$ cat config.mk
export PLATFORM = sky130hd
export DESIGN_NAME = vending_ctrl_flat
export DESIGN_NICKNAME = d
export VERILOG_FILES = /design/src/rtl/vending_ctrl_pkg.sv /design/src/rtl/vending_ctrl_if.sv /design/src/rtl/vending_ctrl_credit_acc.sv /design/src/rtl/vending_ctrl.sv /design/src/flat_wrapper.sv
export SDC_FILE = /design/constraint.sdc
export NUM_CORES = 1
export LEC_CHECK = 0
export ABC_AREA = 1
export BUFFER_PORTS_ARGS = -buffer_cell sky130_fd_sc_hd__clkbuf_2
export CAP_MARGIN = 20
export CORE_MARGIN = 1.5
export CORE_UTILIZATION = 45
export CTS_BUF_LIST = sky130_fd_sc_hd__clkbuf_8 sky130_fd_sc_hd__clkbuf_16
export CTS_CLUSTER_DIAMETER = 40
export DETAILED_ROUTE_END_ITERATION = 8
export PLACE_DENSITY = 0.62
export SKIP_CTS_REPAIR_TIMING = 1
export SLEW_MARGIN = 20
export SYNTH_ARGS = -nofsm -noshare
export SYNTH_HDL_FRONTEND = slang
export SYNTH_SLANG_ARGS = --single-unit
$ cat constraint.sdc
create_clock -name clk -period 2.58 [get_ports clk]
set_clock_uncertainty 0.15 [all_clocks]
set_input_delay 0.129 -clock clk [delete_from_list [all_inputs] [get_ports clk]]
set_output_delay 0.129 -clock clk [all_outputs]
set_load 0.01 [all_outputs]
$ cat src/rtl/vending_ctrl_pkg.sv
// Shared types and defaults for the multi-product vending controller.
// Holds the state encoding, coin codes and the default price/coin tables.
package vending_ctrl_pkg;

   typedef enum logic [1:0] {
      ST_IDLE   = 2'd0,
      ST_CREDIT = 2'd1,
      ST_VEND   = 2'd2,
      ST_CHANGE = 2'd3
   } vend_state_e;

   localparam logic [1:0] COIN_10  = 2'd0;
   localparam logic [1:0] COIN_20  = 2'd1;
   localparam logic [1:0] COIN_50  = 2'd2;
   localparam logic [1:0] COIN_100 = 2'd3;

   localparam int DEF_CREDIT_W   = 8;
   localparam int DEF_NPROD      = 4;
   localparam int DEF_MAX_CREDIT = 200;

   // Product i / coin code i occupy bits [i*8 +: 8]; entry 0 is the rightmost.
   localparam logic [DEF_NPROD*DEF_CREDIT_W-1:0] DEF_PRICE_VEC    = {8'd100, 8'd60, 8'd30, 8'd40};
   localparam logic [4*DEF_CREDIT_W-1:0]         DEF_COIN_VAL_VEC = {8'd100, 8'd50, 8'd20, 8'd10};

endpackage

$ cat src/rtl/vending_ctrl_if.sv
// Coin acceptor / selector / dispenser bundle for vending_ctrl.
// master = the machine front-end and dispensers, slave = the controller.
interface vending_ctrl_if #(
   parameter int CREDIT_W = 8,
   parameter int NPROD    = 4
);
   localparam int SEL_W = $clog2(NPROD);

   logic                coin_valid;
   logic [1:0]          coin;
   logic                sel_valid;
   logic [SEL_W-1:0]    sel;
   logic                cancel;
   logic                ack;

   logic                pdt_valid;
   logic [SEL_W-1:0]    pdt_id;
   logic                chg_valid;
   logic [CREDIT_W-1:0] chg_amt;
   logic [CREDIT_W-1:0] credit;
   logic                coin_reject;
   logic                sel_reject;

   modport master (
      output coin_valid, coin, sel_valid, sel, cancel, ack,
      input  pdt_valid, pdt_id, chg_valid, chg_amt, credit, coin_reject, sel_reject
   );

   modport slave (
      input  coin_valid, coin, sel_valid, sel, cancel, ack,
      output pdt_valid, pdt_id, chg_valid, chg_amt, credit, coin_reject, sel_reject
   );

endinterface

$ cat src/rtl/vending_ctrl_credit_acc.sv
// Credit accumulator: coin value lookup, overflow check against MAX_CREDIT,
// and price compare/subtract for the selected product.
module vend_credit_acc
   import vending_ctrl_pkg::*;
#(
   parameter int                          CREDIT_W     = DEF_CREDIT_W,
   parameter int                          NPROD        = DEF_NPROD,
   parameter logic [NPROD*CREDIT_W-1:0]   PRICE_VEC    = DEF_PRICE_VEC,
   parameter logic [4*CREDIT_W-1:0]       COIN_VAL_VEC = DEF_COIN_VAL_VEC,
   parameter int                          MAX_CREDIT   = DEF_MAX_CREDIT,
   localparam int                         SEL_W        = $clog2(NPROD)
) (
   input  logic                clk,
   input  logic                reset,
   input  logic [1:0]          coin_i,
   input  logic [SEL_W-1:0]    sel_i,
   input  logic                add_i,
   input  logic                clr_i,
   output logic [CREDIT_W-1:0] credit_o,
   output logic                coin_ok_o,
   output logic                price_ok_o,
   output logic [CREDIT_W-1:0] diff_o
);

   localparam logic [CREDIT_W:0] MAX_EXT = (CREDIT_W+1)'(MAX_CREDIT);

   logic [CREDIT_W-1:0] credit_q, credit_d;
   logic [CREDIT_W-1:0] coin_val;
   logic [CREDIT_W-1:0] price;
   logic [CREDIT_W:0]   sum;
   logic                sel_in_range;

   always_comb begin
      coin_val = '0;
      for (int i = 0; i < 4; i++) begin
         if (coin_i == 2'(i)) coin_val = COIN_VAL_VEC[i*CREDIT_W +: CREDIT_W];
      end
   end

   // An out-of-range index matches no entry, so it can never satisfy the price check.
   always_comb begin
      price        = '0;
      sel_in_range = 1'b0;
      for (int i = 0; i < NPROD; i++) begin
         if (sel_i == SEL_W'(i)) begin
            price        = PRICE_VEC[i*CREDIT_W +: CREDIT_W];
            sel_in_range = 1'b1;
         end
      end
   end

   assign sum        = {1'b0, credit_q} + {1'b0, coin_val};
   assign coin_ok_o  = (sum <= MAX_EXT);
   assign price_ok_o = sel_in_range && (credit_q >= price);
   assign diff_o     = credit_q - price;
   assign credit_o   = credit_q;

   always_comb begin
      credit_d = credit_q;
      if (clr_i)      credit_d = '0;
      else if (add_i) credit_d = sum[CREDIT_W-1:0];
   end

   always_ff @(posedge clk) begin
      if (!reset) credit_q <= '0;
      else        credit_q <= credit_d;
   end

endmodule

$ cat src/rtl/vending_ctrl.sv
// Multi-product vending controller: sequencing FSM, dispenser handshakes
// and reject pulses around the vend_credit_acc credit datapath.
//
//   state     | meaning
//   ----------+--------------------------------------------
//   ST_IDLE   | no credit; coins accepted, selections refused
//   ST_CREDIT | credit > 0; coins, selection and cancel accepted
//   ST_VEND   | pdt_valid held until ack
//   ST_CHANGE | chg_valid/chg_amt held until ack
module vending_ctrl
   import vending_ctrl_pkg::*;
#(
   parameter int                          CREDIT_W     = DEF_CREDIT_W,
   parameter int                          NPROD        = DEF_NPROD,
   parameter logic [NPROD*CREDIT_W-1:0]   PRICE_VEC    = DEF_PRICE_VEC,
   parameter logic [4*CREDIT_W-1:0]       COIN_VAL_VEC = DEF_COIN_VAL_VEC,
   parameter int                          MAX_CREDIT   = DEF_MAX_CREDIT,
   localparam int                         SEL_W        = $clog2(NPROD)
) (
   input  logic           clk,
   input  logic           reset,
   vending_ctrl_if.slave  bus
);

   vend_state_e         state_q, state_d;
   logic [CREDIT_W-1:0] rem_q, rem_d;
   logic                pdt_valid_q, pdt_valid_d;
   logic [SEL_W-1:0]    pdt_id_q, pdt_id_d;
   logic                chg_valid_q, chg_valid_d;
   logic [CREDIT_W-1:0] chg_amt_q, chg_amt_d;
   logic                coin_rej_q, coin_rej_d;
   logic                sel_rej_q, sel_rej_d;

   logic                acc_add, acc_clr;
   logic                coin_ok, price_ok;
   logic [CREDIT_W-1:0] credit, diff;

   vend_credit_acc #(
      .CREDIT_W     (CREDIT_W),
      .NPROD        (NPROD),
      .PRICE_VEC    (PRICE_VEC),
      .COIN_VAL_VEC (COIN_VAL_VEC),
      .MAX_CREDIT   (MAX_CREDIT)
   ) u_acc (
      .clk        (clk),
      .reset      (reset),
      .coin_i     (bus.coin),
      .sel_i      (bus.sel),
      .add_i      (acc_add),
      .clr_i      (acc_clr),
      .credit_o   (credit),
      .coin_ok_o  (coin_ok),
      .price_ok_o (price_ok),
      .diff_o     (diff)
   );

   always_comb begin
      state_d     = state_q;
      rem_d       = rem_q;
      pdt_valid_d = pdt_valid_q;
      pdt_id_d    = pdt_id_q;
      chg_valid_d = chg_valid_q;
      chg_amt_d   = chg_amt_q;
      coin_rej_d  = 1'b0;
      sel_rej_d   = 1'b0;
      acc_add     = 1'b0;
      acc_clr     = 1'b0;

      case (state_q)
         ST_IDLE: begin
            sel_rej_d = bus.sel_valid;
            if (bus.coin_valid) begin
               if (coin_ok) begin
                  acc_add = 1'b1;
                  state_d = ST_CREDIT;
               end else begin
                  coin_rej_d = 1'b1;
               end
            end
         end

         ST_CREDIT: begin
            // cancel > sel_valid > coin_valid; a coin that loses is handed back
            if (bus.cancel) begin
               rem_d       = credit;
               chg_valid_d = 1'b1;
               chg_amt_d   = credit;
               acc_clr     = 1'b1;
               coin_rej_d  = bus.coin_valid;
               state_d     = ST_CHANGE;
            end else if (bus.sel_valid) begin
               coin_rej_d = bus.coin_valid;
               if (price_ok) begin
                  rem_d       = diff;
                  pdt_valid_d = 1'b1;
                  pdt_id_d    = bus.sel;
                  acc_clr     = 1'b1;
                  state_d     = ST_VEND;
               end else begin
                  sel_rej_d = 1'b1;
               end
            end else if (bus.coin_valid) begin
               if (coin_ok) acc_add    = 1'b1;
               else         coin_rej_d = 1'b1;
            end
         end

         ST_VEND: begin
            coin_rej_d = bus.coin_valid;
            sel_rej_d  = bus.sel_valid;
            if (bus.ack) begin
               pdt_valid_d = 1'b0;
               if (rem_q != '0) begin
                  chg_valid_d = 1'b1;
                  chg_amt_d   = rem_q;
                  state_d     = ST_CHANGE;
               end else begin
                  state_d = ST_IDLE;
               end
            end
         end

         ST_CHANGE: begin
            coin_rej_d = bus.coin_valid;
            sel_rej_d  = bus.sel_valid;
            if (bus.ack) begin
               chg_valid_d = 1'b0;
               chg_amt_d   = '0;
               rem_d       = '0;
               state_d     = ST_IDLE;
            end
         end

         default: begin
            state_d     = ST_IDLE;
            rem_d       = '0;
            pdt_valid_d = 1'b0;
            pdt_id_d    = '0;
            chg_valid_d = 1'b0;
            chg_amt_d   = '0;
            acc_clr     = 1'b1;
         end
      endcase
   end

   always_ff @(posedge clk) begin
      if (!reset) begin
         state_q     <= ST_IDLE;
         rem_q       <= '0;
         pdt_valid_q <= 1'b0;
         pdt_id_q    <= '0;
         chg_valid_q <= 1'b0;
         chg_amt_q   <= '0;
         coin_rej_q  <= 1'b0;
         sel_rej_q   <= 1'b0;
      end else begin
         state_q     <= state_d;
         rem_q       <= rem_d;
         pdt_valid_q <= pdt_valid_d;
         pdt_id_q    <= pdt_id_d;
         chg_valid_q <= chg_valid_d;
         chg_amt_q   <= chg_amt_d;
         coin_rej_q  <= coin_rej_d;
         sel_rej_q   <= sel_rej_d;
      end
   end

   assign bus.pdt_valid   = pdt_valid_q;
   assign bus.pdt_id      = pdt_id_q;
   assign bus.chg_valid   = chg_valid_q;
   assign bus.chg_amt     = chg_amt_q;
   assign bus.credit      = credit;
   assign bus.coin_reject = coin_rej_q;
   assign bus.sel_reject  = sel_rej_q;

endmodule

$ cat src/flat_wrapper.sv
// flat-port wrapper written by rule: the top's interface ports become plain ports
module vending_ctrl_flat import vending_ctrl_pkg::*;
#(
   parameter int                          CREDIT_W     = DEF_CREDIT_W,
   parameter int                          NPROD        = DEF_NPROD,
   parameter logic [NPROD*CREDIT_W-1:0]   PRICE_VEC    = DEF_PRICE_VEC,
   parameter logic [4*CREDIT_W-1:0]       COIN_VAL_VEC = DEF_COIN_VAL_VEC,
   parameter int                          MAX_CREDIT   = DEF_MAX_CREDIT,
   localparam int                         SEL_W        = $clog2(NPROD)
)
  (clk, reset, bus_coin_valid, bus_coin, bus_sel_valid, bus_sel, bus_cancel, bus_ack, bus_pdt_valid, bus_pdt_id, bus_chg_valid, bus_chg_amt, bus_credit, bus_coin_reject, bus_sel_reject);
  vending_ctrl_if #(.CREDIT_W(CREDIT_W), .NPROD(NPROD)) bus_i ();
  input  logic clk;
  input  logic reset;
  input wire logic [$bits(bus_i.coin_valid)-1:0] bus_coin_valid;
  input wire logic [$bits(bus_i.coin)-1:0] bus_coin;
  input wire logic [$bits(bus_i.sel_valid)-1:0] bus_sel_valid;
  input wire logic [$bits(bus_i.sel)-1:0] bus_sel;
  input wire logic [$bits(bus_i.cancel)-1:0] bus_cancel;
  input wire logic [$bits(bus_i.ack)-1:0] bus_ack;
  output wire logic [$bits(bus_i.pdt_valid)-1:0] bus_pdt_valid;
  output wire logic [$bits(bus_i.pdt_id)-1:0] bus_pdt_id;
  output wire logic [$bits(bus_i.chg_valid)-1:0] bus_chg_valid;
  output wire logic [$bits(bus_i.chg_amt)-1:0] bus_chg_amt;
  output wire logic [$bits(bus_i.credit)-1:0] bus_credit;
  output wire logic [$bits(bus_i.coin_reject)-1:0] bus_coin_reject;
  output wire logic [$bits(bus_i.sel_reject)-1:0] bus_sel_reject;
  assign bus_i.coin_valid = bus_coin_valid;
  assign bus_i.coin = bus_coin;
  assign bus_i.sel_valid = bus_sel_valid;
  assign bus_i.sel = bus_sel;
  assign bus_i.cancel = bus_cancel;
  assign bus_i.ack = bus_ack;
  assign bus_pdt_valid = bus_i.pdt_valid;
  assign bus_pdt_id = bus_i.pdt_id;
  assign bus_chg_valid = bus_i.chg_valid;
  assign bus_chg_amt = bus_i.chg_amt;
  assign bus_credit = bus_i.credit;
  assign bus_coin_reject = bus_i.coin_reject;
  assign bus_sel_reject = bus_i.sel_reject;
  vending_ctrl #(.CREDIT_W(CREDIT_W), .NPROD(NPROD), .PRICE_VEC(PRICE_VEC), .COIN_VAL_VEC(COIN_VAL_VEC), .MAX_CREDIT(MAX_CREDIT)) u_core (.clk(clk), .reset(reset), .bus(bus_i));
endmodule
==> run_results.csv, run 1 <==
group,metric,value,unit
synthesis,ys.flop_type,"dfxtp_1",
critical_path,cp-startpoint,"u_core.u_acc.credit_o[1]$_SDFFE_PP0P_",
route,viasPerCell,5.02,
clocking,cts_buffers,5,
floorplanning,core,4410,um2
synthesis,synth_top_area_share,27.8,%
floorplanning,rows,24,
critical_path,crit_path_max_fanout,12,
global_routing,grt_pass1_wl,8.41,mm
sta,fin_crit,2360,ps
power_and_ir_drop,internal_power,1.51,mW
critical_path,crit_buf_inv,3,
synthesis,synth_seq_cells,29,
synthesis,synthTopCellsByArea,"dfxtp_1, ha_1, nand2_1",
power_and_ir_drop,p_switching,1.19,mW
cells_and_area,design_area,2440,um2
floorplanning,io_pins,32,
critical_path,max_stage_delay,400,ps
global_routing,overflow,0,
cells_and_area,drive_gt1_share,18.6,%
synthesis,avgSynthCellArea,6.80,um2
worst_hold_path,hp-start,"bus_coin_valid",
critical_path,slowest_stage,"fa_1",
route,drc,0,
clocking,clk_pin_slew,60,ps
outcome,outcome,"finished, final reports clean",
power_and_ir_drop,combPwrFrac,52.1,%
synthesis,async_flop_share,0,%
power_and_ir_drop,seqPwrFrac,27.3,%
route,vias,1986,
synthesis,syn_inst,307,
critical_path,crit_arrival,2380,ps
floorplanning,initial_core_util,47.3,%
route,wl,5.00,mm
route,final_antenna_net_count,0,
synthesis,synth_cell_type_count,32,
critical_path,cp-start-kind,"register",
sta,fmax,424,MHz
power_and_ir_drop,cellPowerDensity,1110,nW/um2
clocking,h-tree-depth,2,
placed_design,io_buffers,29,
floorplanning,die_w,71.1,um
sta,slew_viol_final,0,
floorplanning,dieArea,5060,um2
global_routing,grt_max_degree,18,
route,drt_first_pass_iters,4,
critical_path,cpMostUsedCell,"nand2_1",
critical_path,path_cells,"ha_1, inv_1, fa_1, inv_1, nand2_1, nand2_1, nand3_1, nand2_1, nand3_1, nand3_2, nand2_2, inv_2, nand3_4, nor2_1, nor2_2",
synthesis,synth-edff-count,0,
critical_path,endpoint_kind,"register",
power_and_ir_drop,swShare,44.1,%
synthesis,synth_top_cell_by_area,"dfxtp_1",
cells_and_area,nNetsFinal,374,
cells_and_area,num_antenna_cells,0,
placed_design,place.gp.congestion,0.857,
run,maxCapViolCount,0,
critical_path,cp_data_required_time,2600,ps
sta,fin_crit_sh,91.5,%
sta,fin_tns_setup,0,ps
worst_hold_path,hp-class,"input pin to register",
synthesis,ys_warn_count,0,
global_routing,track_usage,21.1,%
sta,hold_viol,0,
clocking,clockBufferDepth,2,
global_routing,antenna_found_initial,0,
clocking,cts_sinks,29,
sta,rsz0062_at_grt,"no",
floorplanning,fp.dieH,71.1,um
critical_path,path_class,"register to register",
synthesis,yosysSeqAreaShare,27.8,%
power_and_ir_drop,p_leak,1.30,nW
critical_path,reg2reg_from,"u_core.u_acc.credit_o[1]$_SDFFE_PP0P_",
placed_design,dpl-instance-area,2280,um2
cells_and_area,area_delta_synth_final,16.8,%
clocking,cts_tree,"yes",
global_routing,grt_pass1_vias,1839,
sta,setup_viol_count_final,0,
critical_path,critPathTopFamily,"simple AND/OR/NAND/NOR gates",
power_and_ir_drop,ir_worst_vdd,0.000518,V
power_and_ir_drop,power.share.clock,20.5,%
route,drtIter0Drc,82,
synthesis,syn_area,2090,um2
placed_design,dp_hpwl,3.98,mm
clocking,cts_root_buffer,"clkbuf_8",
route,wire_per_inst,12.6,um
clocking,clk_latency,280,ps
## flip-flops by register name, indices dropped and copies added, names as in the netlist
signal,count
u_core.bus.chg_amt,7
u_core.bus.chg_valid,1
u_core.bus.coin_reject,1
u_core.bus.pdt_id,2
u_core.bus.pdt_valid,1
u_core.bus.sel_reject,1
u_core.rem_q,7
u_core.state_q,2
u_core.u_acc.credit_o,7
## final timing paths
path                                            to  slack [ps]  cells past startpoint
min              u_core.bus.coin_reject$_SDFF_PN0_          40                      3
max          u_core.u_acc.credit_o[7]$_SDFFE_PP0P_         220                     15
min reg2reg           u_core.rem_q[1]$_SDFFE_PN0P_         320                      2
max reg2reg  u_core.u_acc.credit_o[7]$_SDFFE_PP0P_         220                     15
## layer usage
metal  track usage (%)  wire, um
met1              29.7      2550
met2              32.6      2120
met3              3.42       214
met4              7.97       116
met5                 0         0
## area by class of cell
class                           instances  area, um2
Clock buffer                            5       68.8
Clock inverter                          3       65.1
Fill cell                             453       1980
Inverter                               50        188
Multi-Input combinational cell        223       1290
Sequential cell                        29        581
Tap cell                               52       65.1
Timing Repair Buffer                   34        185
## power by group through the flow
stage	Clock [mW]	Combinational, mW	Sequential [mW]
2_1_floorplan	0	1.01	0.760
3_3_place_gp	0	1.38	0.747
3_5_place_dp	0	1.38	0.750
4_1_cts	0.569	1.39	0.741
5_1_grt	0.592	1.60	0.759
6_report	0.555	1.41	0.739
## worst min-delay path, delay by kind of cell
kind / cells / cell delay [ps]
buffers and inverters: 2 / 180
AND/OR/NAND/NOR: 1 / 120
## logic make-up after synthesis
logic type,share of synthesized area [%]
xor+xnor,1.26
buf+inv,11.3
flops,27.8
simple gates,30.9
fa+ha+maj,13.3
other cells,0.180
compound gates,15.3
## through the flow
stage               setup slack [ps]  std cells  util [%]  hold WS, ps  power [mW]
global route                    1.17        396      55.2         50.6        2.95
CTS                              147        395      54.8        -32.3        2.70
global placement                 136        387      51.7          259        2.12
detailed placement              58.9        387      51.7          266        2.13
floorplan                        317        308         -          105        1.77
finish                           220        396      55.2         38.3        2.70
## cell usage after synthesis, drive strengths merged (2+ instances only)
master,n
nor3,3
buf,5
dfxtp,29
nor2,48
xnor2,3
o21ai,20
a221oi,7
a211oi,2
or2,3
inv,49
fa,2
nand2,65
o211ai,2
a21oi,20
nand3,19
ha,19
nand4,5
## cell usage in the layout, fill, tap and decap left out, types with 3 or more instances in the layout
cell / synthesis / final
nand3_2: 4 / 3
inv_1: 46 / 46
nor2_2: 5 / 5
buf_4: 3 / 4
nand3_1: 15 / 15
o21ai_1: 4 / 4
inv_2: 3 / 3
nor2_1: 43 / 43
dfxtp_1: 29 / 29
o21ai_0: 16 / 16
clkbuf_8: 0 / 5
nand2_1: 59 / 59
nand4_1: 5 / 5
xnor2_1: 3 / 3
a221oi_1: 7 / 7
clkbuf_2: 0 / 29
nand2_2: 4 / 4
ha_1: 19 / 19
a21oi_1: 20 / 19
nor3_1: 3 / 3
(Power assumes the default switching activity.)
==> run 2: changes to the inputs <==
Settings changed: CTS_CLUSTER_SIZE set to 30, SLEW_MARGIN 20 to not set.
Clock period 2.58 ns to 2.75 ns, I/O delays scaled along.
==> run_results.csv, run 2 (same netlist as run 1, synthesis figures left out) <==
group,metric,value,unit
clocking,cts_buffers,5,
clocking,cts_root_buffer,"clkbuf_8",
critical_path,crit_buf_inv,3,
route,drt_first_pass_iters,4,
global_routing,antenna_found_initial,0,
critical_path,r2r-end,"u_core.u_acc.credit_o[6]$_SDFFE_PP0P_",
placed_design,io_buffers,29,
critical_path,slowest_stage,"fa_1",
worst_hold_path,hp-start,"bus_coin_valid",
critical_path,worstRegToRegCells,15,
floorplanning,dieArea,5060,um2
outcome,outcome,"finished, final reports clean",
clocking,cts_tree,"yes",
critical_path,path_class,"register to register",
route,wire_per_inst,12.5,um
global_routing,grt_pass1_wl,8.31,mm
clocking,clk_latency,290,ps
worst_hold_path,hp-class,"input pin to register",
clocking,clk_pin_slew,60,ps
critical_path,crit_arrival,2490,ps
clocking,h-tree-depth,2,
sta,hold_viol,0,
sta,fin_crit,2450,ps
global_routing,grt_max_degree,18,
clocking,clockBufferDepth,2,
sta,setup_viol_count_final,0,
floorplanning,initial_core_util,47.3,%
critical_path,endpoint_kind,"register",
critical_path,cp-start-kind,"register",
cells_and_area,fillers,447,
sta,slew_viol_final,0,
sta,rsz0062_at_grt,"no",
clocking,cts_sinks,29,
cells_and_area,seqCellArea,581,um2
critical_path,max_stage_delay,430,ps
floorplanning,rows,24,
worst_hold_path,holdPathStages,3,
sta,setup_ws,295,ps
critical_path,path_cells,"ha_1, inv_1, fa_1, inv_1, nand2_1, nand2_1, nand3_1, nand2_1, nand3_1, nand3_2, nand2_2, inv_2, nand3_2, nor2_1, nor2_2",
route,vias,1995,
cells_and_area,final_common_cell,"nand2_1",
power_and_ir_drop,p_leak,1.29,nW
cells_and_area,nNetsFinal,374,
placed_design,place.gp.congestion,0.843,
cells_and_area,drive_gt1_share,18.0,%
route,viasPerCell,5.04,
route,drtIter0Drc,102,
floorplanning,io_pins,32,
critical_path,cpMostUsedCell,"nand2_1",
cells_and_area,layout_common_cells,"nand2_1, inv_1, nor2_1, clkbuf_2, dfxtp_1",
critical_path,reg2reg_from,"u_core.u_acc.credit_o[1]$_SDFFE_PP0P_",
power_and_ir_drop,total_power,2.46,mW
route,drc,0,
floorplanning,core,4410,um2
critical_path,crit_path_max_fanout,12,
floorplanning,fp.dieH,71.1,um
floorplanning,die_w,71.1,um
placed_design,dp_hpwl,3.88,mm
critical_path,cp_data_required_time,2790,ps
global_routing,overflow,0,
run,maxCapViolCount,0,
route,wl,4.95,mm
global_routing,track_usage,21.4,%
power_and_ir_drop,ir_worst_vdd,0.000528,V
sta,fin_tns_setup,0,ps
sta,fin_crit_sh,89.3,%
cells_and_area,area_delta_synth_final,15.4,%
cells_and_area,num_antenna_cells,0,
power_and_ir_drop,cellPowerDensity,1020,nW/um2
worst_hold_path,min_to,"u_core.bus.coin_reject$_SDFF_PN0_",
route,final_antenna_net_count,0,
critical_path,worst-r2r-setup-slack,300,ps
cells_and_area,multi_input_area,1270,um2
placed_design,pre_cts_ws,194,ps
critical_path,cp-startpoint,"u_core.u_acc.credit_o[1]$_SDFFE_PP0P_",
sta,fmax,407,MHz
critical_path,critPathTopFamily,"simple AND/OR/NAND/NOR gates",
global_routing,grt_pass1_vias,1751,
-- run 2: changes by cell type in the layout (fill, tap and decap cells not counted), sizes merged --
cell    delta
bufinv     -1
clkbuf     +1
clkinv     -1
inv        +1
-- run 2: worst min-delay path, stage by stage --
cell and delay (ps):
clkbuf_2 130, nand3_1 110, inv_1 40
-- run 2: layer usage --
metal / vias up / wire (um) / global-route usage, %
li1: 1064 / - / -
met1: 870 / 2510 / 30.7
met2: 53 / 2050 / 31.7
met3: 8 / 296 / 4.42
met4: 0 / 87 / 8.18
met5: - / 0 / 0
-- run 2: metrics by stage --
stage	instances	instance area, um2	util (%)	hold WS (ps)
finish	396	2410	54.6	15.8
global route	396	2410	54.6	49.6
CTS	395	2400	54.4	-29.4
detailed placement	387	2280	51.7	271
global placement	387	2280	51.7	275
floorplan	308	2090	-	113
-- run 2: final cells by class --
cell class                      count  share of cell area (%)
Clock buffer                        6                    3.43
Tap cell                           52                    2.70
Clock inverter                      2                    1.40
Timing Repair Buffer               34                    7.68
Sequential cell                    29                    24.1
Multi-Input combinational cell    223                    52.9
Inverter                           50                    7.79
-- run 2: how the worst max path moves through the flow --
| stage | to | slack, ps | depth (start not counted) |
|---|---|---|---|
| after detailed placement | u_core.u_acc.credit_o[6]$_SDFFE_PP0P_ | 190 | 18 |
| final | u_core.u_acc.credit_o[6]$_SDFFE_PP0P_ | 300 | 15 |
| after global placement | u_core.u_acc.credit_o[7]$_SDFFE_PP0P_ | 180 | 18 |
| after global routing | u_core.u_acc.credit_o[4]$_SDFFE_PP0P_ | 70 | 15 |
| after CTS | u_core.u_acc.credit_o[6]$_SDFFE_PP0P_ | 300 | 15 |
| after floorplan | u_core.u_acc.credit_o[2]$_SDFFE_PP0P_ | 490 | 16 |
-- run 2: power by group --
| part | internal, mW | switching, mW |
|---|---|---|
| logic | 0.491 | 0.820 |
| registers | 0.562 | 0.120 |
| clock network | 0.291 | 0.172 |
| total | 1.34 | 1.11 |
